**src/rtl/rv_pkg.sv**
```systemverilog
// Shared decode-stage definitions.
// Holds the register-file geometry defaults, the latency-field width helper,
// and the latency codes that decode places on rd_lat_id.
package rv_pkg;

  localparam int AW_DEFAULT   = 5;
  localparam int NREG_DEFAULT = 32;

  // Latency codes: 0 means plain ALU forwarding covers the result.
  localparam int LAT_ALU  = 0;
  localparam int LAT_LOAD = 1;

  // Width needed to hold a countdown value in 0..max_lat.
  function automatic int lat_width(input int max_lat);
    return $clog2(max_lat + 1);
  endfunction

endpackage

```
**src/rtl/load_scoreboard_sb_counter.sv**
```systemverilog
// Per-register pending-latency countdown.
// Ports:
//   clk, rst_n : clock, asynchronous active-low reset
//   arm        : load arm_val this edge (takes priority over decrement)
//   arm_val    : latency to load
//   cnt        : current countdown, saturates at 0
module sb_counter #(
  parameter int LW = 3
) (
  input  logic          clk,
  input  logic          rst_n,
  input  logic          arm,
  input  logic [LW-1:0] arm_val,
  output logic [LW-1:0] cnt
);

  logic [LW-1:0] cnt_q;
  logic [LW-1:0] cnt_d;

  always_comb begin
    cnt_d = cnt_q;
    if (arm) begin
      cnt_d = arm_val;
    end else if (cnt_q != '0) begin
      cnt_d = cnt_q - 1'b1;
    end
  end

  always_ff @(posedge clk or negedge rst_n) begin
    if (!rst_n) begin
      cnt_q <= '0;
    end else begin
      cnt_q <= cnt_d;
    end
  end

  assign cnt = cnt_q;

endmodule

```
**src/rtl/load_scoreboard.sv**
```systemverilog
// Decode-stage hazard scoreboard.
// Tracks, per architectural register, how many cycles remain until its
// pending result becomes forwardable, and stalls ID on RAW hazards against
// used sources and on WAW hazards against an older, longer-latency write.
// Ports:
//   clk, rst_n                 : clock, asynchronous active-low reset
//   id_valid, flush            : ID occupancy and kill
//   rs1/rs2_addr_id, *_used    : source operands
//   rd_addr_id, rd_write_id    : destination
//   rd_lat_id                  : result latency (clamped to MAX_LAT)
//   stall, if_write, issue     : combinational pipeline control
//   busy_vec                   : per-register pending flags
//   stall_cycles               : saturating stalled-cycle counter
module load_scoreboard
  import rv_pkg::*;
#(
  parameter int NREG    = NREG_DEFAULT,
  parameter int AW      = AW_DEFAULT,
  parameter int MAX_LAT = 7,
  parameter int LW      = lat_width(MAX_LAT)
) (
  input  logic            clk,
  input  logic            rst_n,
  input  logic            id_valid,
  input  logic            flush,
  input  logic [AW-1:0]   rs1_addr_id,
  input  logic [AW-1:0]   rs2_addr_id,
  input  logic            rs1_used,
  input  logic            rs2_used,
  input  logic [AW-1:0]   rd_addr_id,
  input  logic            rd_write_id,
  input  logic [LW-1:0]   rd_lat_id,
  output logic            stall,
  output logic            if_write,
  output logic            issue,
  output logic [NREG-1:0] busy_vec,
  output logic [31:0]     stall_cycles
);

  localparam logic [LW-1:0] MAX_LAT_V = LW'(MAX_LAT);

  logic [LW-1:0] cnt [NREG];
  logic [LW-1:0] eff_lat;
  logic [LW-1:0] cnt_rs1;
  logic [LW-1:0] cnt_rs2;
  logic [LW-1:0] cnt_rd;
  logic          haz_rs1;
  logic          haz_rs2;
  logic          haz_waw;
  logic [31:0]   stall_cycles_q;
  logic [31:0]   stall_cycles_d;

  assign cnt[0] = '0;

  genvar g;
  generate
    for (g = 1; g < NREG; g++) begin : g_cnt
      sb_counter #(.LW(LW)) u_cnt (
        .clk     (clk),
        .rst_n   (rst_n),
        .arm     (issue && rd_write_id && (rd_addr_id == AW'(g))),
        .arm_val (eff_lat),
        .cnt     (cnt[g])
      );
    end
  endgenerate

  // Addresses beyond NREG-1 (possible when 2^AW > NREG) read as idle.
  always_comb begin
    cnt_rs1 = '0;
    cnt_rs2 = '0;
    cnt_rd  = '0;
    for (int unsigned r = 0; r < NREG; r++) begin
      if (rs1_addr_id == AW'(r)) cnt_rs1 = cnt[r];
      if (rs2_addr_id == AW'(r)) cnt_rs2 = cnt[r];
      if (rd_addr_id  == AW'(r)) cnt_rd  = cnt[r];
    end
  end

  always_comb begin
    eff_lat  = (rd_lat_id > MAX_LAT_V) ? MAX_LAT_V : rd_lat_id;
    haz_rs1  = rs1_used && (cnt_rs1 != '0);
    haz_rs2  = rs2_used && (cnt_rs2 != '0);
    haz_waw  = rd_write_id && (rd_addr_id != '0) && (cnt_rd > eff_lat);
    stall    = id_valid && !flush && (haz_rs1 || haz_rs2 || haz_waw);
    issue    = id_valid && !flush && !stall;
    if_write = !stall;
  end

  always_comb begin
    stall_cycles_d = stall_cycles_q;
    if (stall && (stall_cycles_q != '1)) begin
      stall_cycles_d = stall_cycles_q + 32'd1;
    end
  end

  always_ff @(posedge clk or negedge rst_n) begin
    if (!rst_n) begin
      stall_cycles_q <= '0;
    end else begin
      stall_cycles_q <= stall_cycles_d;
    end
  end

  always_comb begin
    busy_vec = '0;
    for (int unsigned r = 0; r < NREG; r++) begin
      busy_vec[r] = (cnt[r] != '0);
    end
  end

  assign stall_cycles = stall_cycles_q;

endmodule

```
**config.mk**
```make
export PLATFORM = sky130hd
export DESIGN_NAME = load_scoreboard
export DESIGN_NICKNAME = d
export VERILOG_FILES = /design/src/rtl/rv_pkg.sv /design/src/rtl/load_scoreboard_sb_counter.sv /design/src/rtl/load_scoreboard.sv
export SDC_FILE = /design/constraint.sdc
export NUM_CORES = 1
export LEC_CHECK = 0
export CAP_MARGIN = 20
export CELL_PAD_IN_SITES_DETAIL_PLACEMENT = 0
export CELL_PAD_IN_SITES_GLOBAL_PLACEMENT = 1
export CORE_MARGIN = 3
export CORE_UTILIZATION = 30
export CTS_CLUSTER_SIZE = 20
export DETAILED_ROUTE_END_ITERATION = 7
export PLACE_DENSITY = 0.6
export SYNTH_ARGS = -nofsm -noshare
export SYNTH_HDL_FRONTEND = slang
export SYNTH_HIERARCHICAL = 1
export SYNTH_SLANG_ARGS = --single-unit
export TNS_END_PERCENT = 30
```
**constraint.sdc**
```tcl
create_clock -name clk -period 7.3 [get_ports clk]
set_clock_uncertainty 0.2 [all_clocks]
set_input_delay 1.46 -clock clk [delete_from_list [all_inputs] [get_ports clk]]
set_output_delay 1.46 -clock clk [all_outputs]
set_load 0.03 [all_outputs]
```
==> results of run 1 <==
==> Yosys cell counts (39+ instances only) <==
| master | count |
|---|---|
| or3_1 | 39 |
| nor2b_1 | 113 |
| a21oi_1 | 46 |
| nor2_1 | 55 |
| nand2b_1 | 83 |
| a221oi_1 | 41 |
| dfrtp_1 | 125 |
| nor4b_1 | 64 |
| inv_1 | 145 |
| ha_1 | 66 |
| nand2_1 | 56 |
| o21ai_0 | 47 |
==> power by group through the flow <==
stage / clock, mW / combinational [mW] / sequential, mW
after floorplan: 0 / 1.58 / 1.36
after global placement: 0 / 2.13 / 1.74
after detailed placement: 0 / 2.16 / 1.75
after CTS: 0.964 / 2.17 / 1.74
after global routing: 0.991 / 2.42 / 1.80
final: 0.940 / 2.17 / 1.75
==> area by class of cell <==
class	instances	share of cell area, %
repair buffers	162	9.91
multi-input cells	1094	55.5
clock inverters	13	1.32
clock buffers	19	3.09
flip-flops and latches	125	21.8
inverters	147	3.85
well taps	518	4.52
diodes	2	0.0349
==> logic make-up after synthesis <==
family                   count (synthesis)
other                                    1
buffers and inverters                  222
AO/OA/AOI/OAI                          330
multiplexers                            50
AND/OR/NAND/NOR                        616
XOR/XNOR                                31
flip-flops                             125
adder cells (fa/ha/maj)                 66
==> metrics by stage <==
| stage | power [mW] | area [um^2] | util [%] | instances | TNS, ps |
|---|---|---|---|---|---|
| floorplan | 2.95 | 12000 | - | 1441 | 0 |
| global placement | 3.87 | 13700 | 35.1 | 2046 | -454 |
| detailed placement | 3.91 | 13700 | 35.1 | 2046 | -646 |
| CTS | 4.87 | 14300 | 36.7 | 2078 | -32.7 |
| global route | 5.21 | 14300 | 36.7 | 2080 | 0 |
| finish | 4.86 | 14300 | 36.7 | 2080 | 0 |
==> flip-flops by register name, indices dropped and copies added (netlist names) <==
name / count
g_cnt.u_cnt/cnt: 93
stall_cycles: 32
==> per-layer routing <==
layer,global-route usage (%),routed length [um]
met3,3.51,2700
met5,0,0
met1,29.8,20900
met2,34.6,20900
met4,7.86,1400
==> critical path, stage by stage <==
cell,delay (ps)
clkdlybuf4s50_1,430
buf_4,170
nand2b_1,170
nand2b_1,170
or3_1,360
o2111ai_1,110
a21oi_1,120
o22ai_1,150
a21oi_1,100
o221ai_1,210
a21oi_1,110
ha_1,280
nand3_1,70
nand2_1,60
a221oi_1,240
buf_4,190
a311oi_1,40
and3_1,210
and4_1,200
o211ai_2,150
buf_4,180
nand2_1,70
inv_1,70
buf_4,150
==> worst max path at each step <==
stage	to	slack, ps	depth (start not counted)
2_1_floorplan	stall	450	21
3_3_place_gp	if_write	-240	22
3_5_place_dp	issue	-330	22
4_1_cts	if_write	-30	22
5_1_grt	stall	6	24
6_report	stall	170	24
==> timing repair <==
item | CTS | global route
hold buffers | 0 | 0
pin swaps | 0 | 4
endpoints found under the setup margin | 2 | 3
gates resized for setup | 6 | 9
==> results by group, run 1 <==
Routing
  • First-pass DRT Iterations: 5
  • Vias: 12.0k
  • Vias per inst: 5.78
  • DR iter-0 viols: 1048
  • DRT antenna net count: 0
  • Avg WL per Cell: 22.1 um
  • Total wire length: 46000 um
  • DRC: 0

Worst setup path
  • Reg2Reg Depth: 25
  • CP Capture Type: primary output
  • R2r endpoint: g_cnt[29].u_cnt/cnt[0]
  • CP Class: input pin to primary output
  • CP startpoint kind: input pin
  • CP Max Fanout: 7
  • Crit path from: rd_addr_id[4]
  • R2R Path Start: g_cnt[3].u_cnt/cnt[0]
  • R2R Setup Slk: 1730 ps
  • Worst EP required: 5640 ps
  • Crit path arrival time: 5470 ps

Finish
  • Fraction of layout cells with a size suffix above 1: 10.3%
  • Commonest non-fill, non-tap cell in the layout: inv_1
  • Layout fillers: 4027
  • Register area: 0.00313 mm^2
  • Most frequent cells in the layout: inv_1, dfrtp_1, nor2b_1
  • # nets final: 1638
  • Area Overhead vs Synth: 19.8%
  • Area of the multi-input gates: 0.00795 mm^2

Global routing
  • Vias in the first global route: between 10k and 15k
  • GRT Util Overall: 21.8%
  • Grt total ovfl: 0
  • Antenna violations before repair: 2
  • First-pass GRT wire length: 70800 um
  • Largest net degree at the start of global routing: 69

Synthesis
  • Cell accounting for the most synthesized area: dfrtp_1
  • Post-synthesis net count: 1532
  • Synth Area in Adders: between 6 and 7%
  • Largest family of logic cells by synthesized area: simple AND/OR/NAND/NOR gates
  • Synth Area in Simple Gates: 32.4%
  • Area contributors post-synth: dfrtp_1, ha_1, nor2b_1
  • Yosys warning count: 6
  • Post-synthesis mux area share: ~4.9%
  • Post-synth top area share: 26.1%
  • Synthesized area: 0.0120 mm^2
  • Synth cell types: between 70 and 80
  • Post-synth EDFFs: 0
  • Syn avg cell area: roughly 8.3 um^2
  • Sequential-to-total area share from yosys stat: 26.1%
  • Main synth FF type: dfrtp_1
  • Synthesis-stage register bit count: 125
  • Post-synthesis xor/xnor area fraction: 2.27%
  • Synth async-reset ratio: 100%
  • Synth Area in Compound Gates: 19.8%
  • Mapped Cells: 1441

Timing
  • Final min period: 7130 ps
  • Final worst setup slack: 166 ps
  • Smallest hold slack: 304 ps
  • Max transition margin: 31.8%
  • Final setup viols: 0
  • Period utilisation layout: a little over nine tenths
  • RSZ-0062 raised after global routing: no
  • Fmax: 140 MHz
  • Max Slew Vio Count: 0
  • Final hold vios: 0
  • Actual slew at the worst max-slew pin: 1020 ps

Clock network
  • Buffer levels on the longest clock path: 2
  • Root Buffer: clkbuf_16
  • CTS clk-pin slew, worst paths: approximately 60 ps
  • CTS tree: built
  • Num CTS Buffers: 17
  • Clock sinks: 125
  • Worst-Skew Late Latency: 450 ps
  • H-Tree Depth: 4
  • Post-CTS Setup Bufs: 0

Floorplanning
  • Row count: between 70 and 80
  • Core Area: roughly 0.039 mm^2
  • Die Area: 0.0423 mm^2
  • IO Count: just over 90
  • Die width: 206 um
  • Chip Height: 206 um
  • Initial Util: 30.7%

Power and ir drop
  • Part of the power in the clock network: 19.3%
  • PD cells: approximately 340 mW/mm^2
  • Logic pwr share: 44.7%
  • Leak: 5.69 nW
  • Peak VDD IR: 0.000240 V
  • Switch Pwr: roughly 2.2 mW
  • Sw Ratio: 45.8%
  • Internal power: roughly 2.6 mW
  • Reg power frac: 35.9%

Min path
  • Hold/Removal Path Class: flip-flop to flip-flop
  • Hold wc startpoint: stall_cycles[10]
  • Hold EP: stall_cycles[10]
  • Worst Hold Depth: 1

Place
  • Port Buf Inserts: 90
  • Dpl ws: -326 ps
  • GP Congestion: 0.948
  • Detail Placement HPWL: 33500 um

Run
  • Max Cap Viol: 0

Status
  • Outcome: completed
No activity file was read; power rests on OpenSTA's default activity.
==> run 2: changes to the inputs <==
--- a/config.mk
+++ b/config.mk
@@ -17,4 +17,3 @@
 export SYNTH_HDL_FRONTEND = slang
 export SYNTH_HIERARCHICAL = 1
 export SYNTH_SLANG_ARGS = --single-unit
-export TNS_END_PERCENT = 30
==> results of run 2 <==
No change in the layout: final DEF, timing and power equal those of run 1.
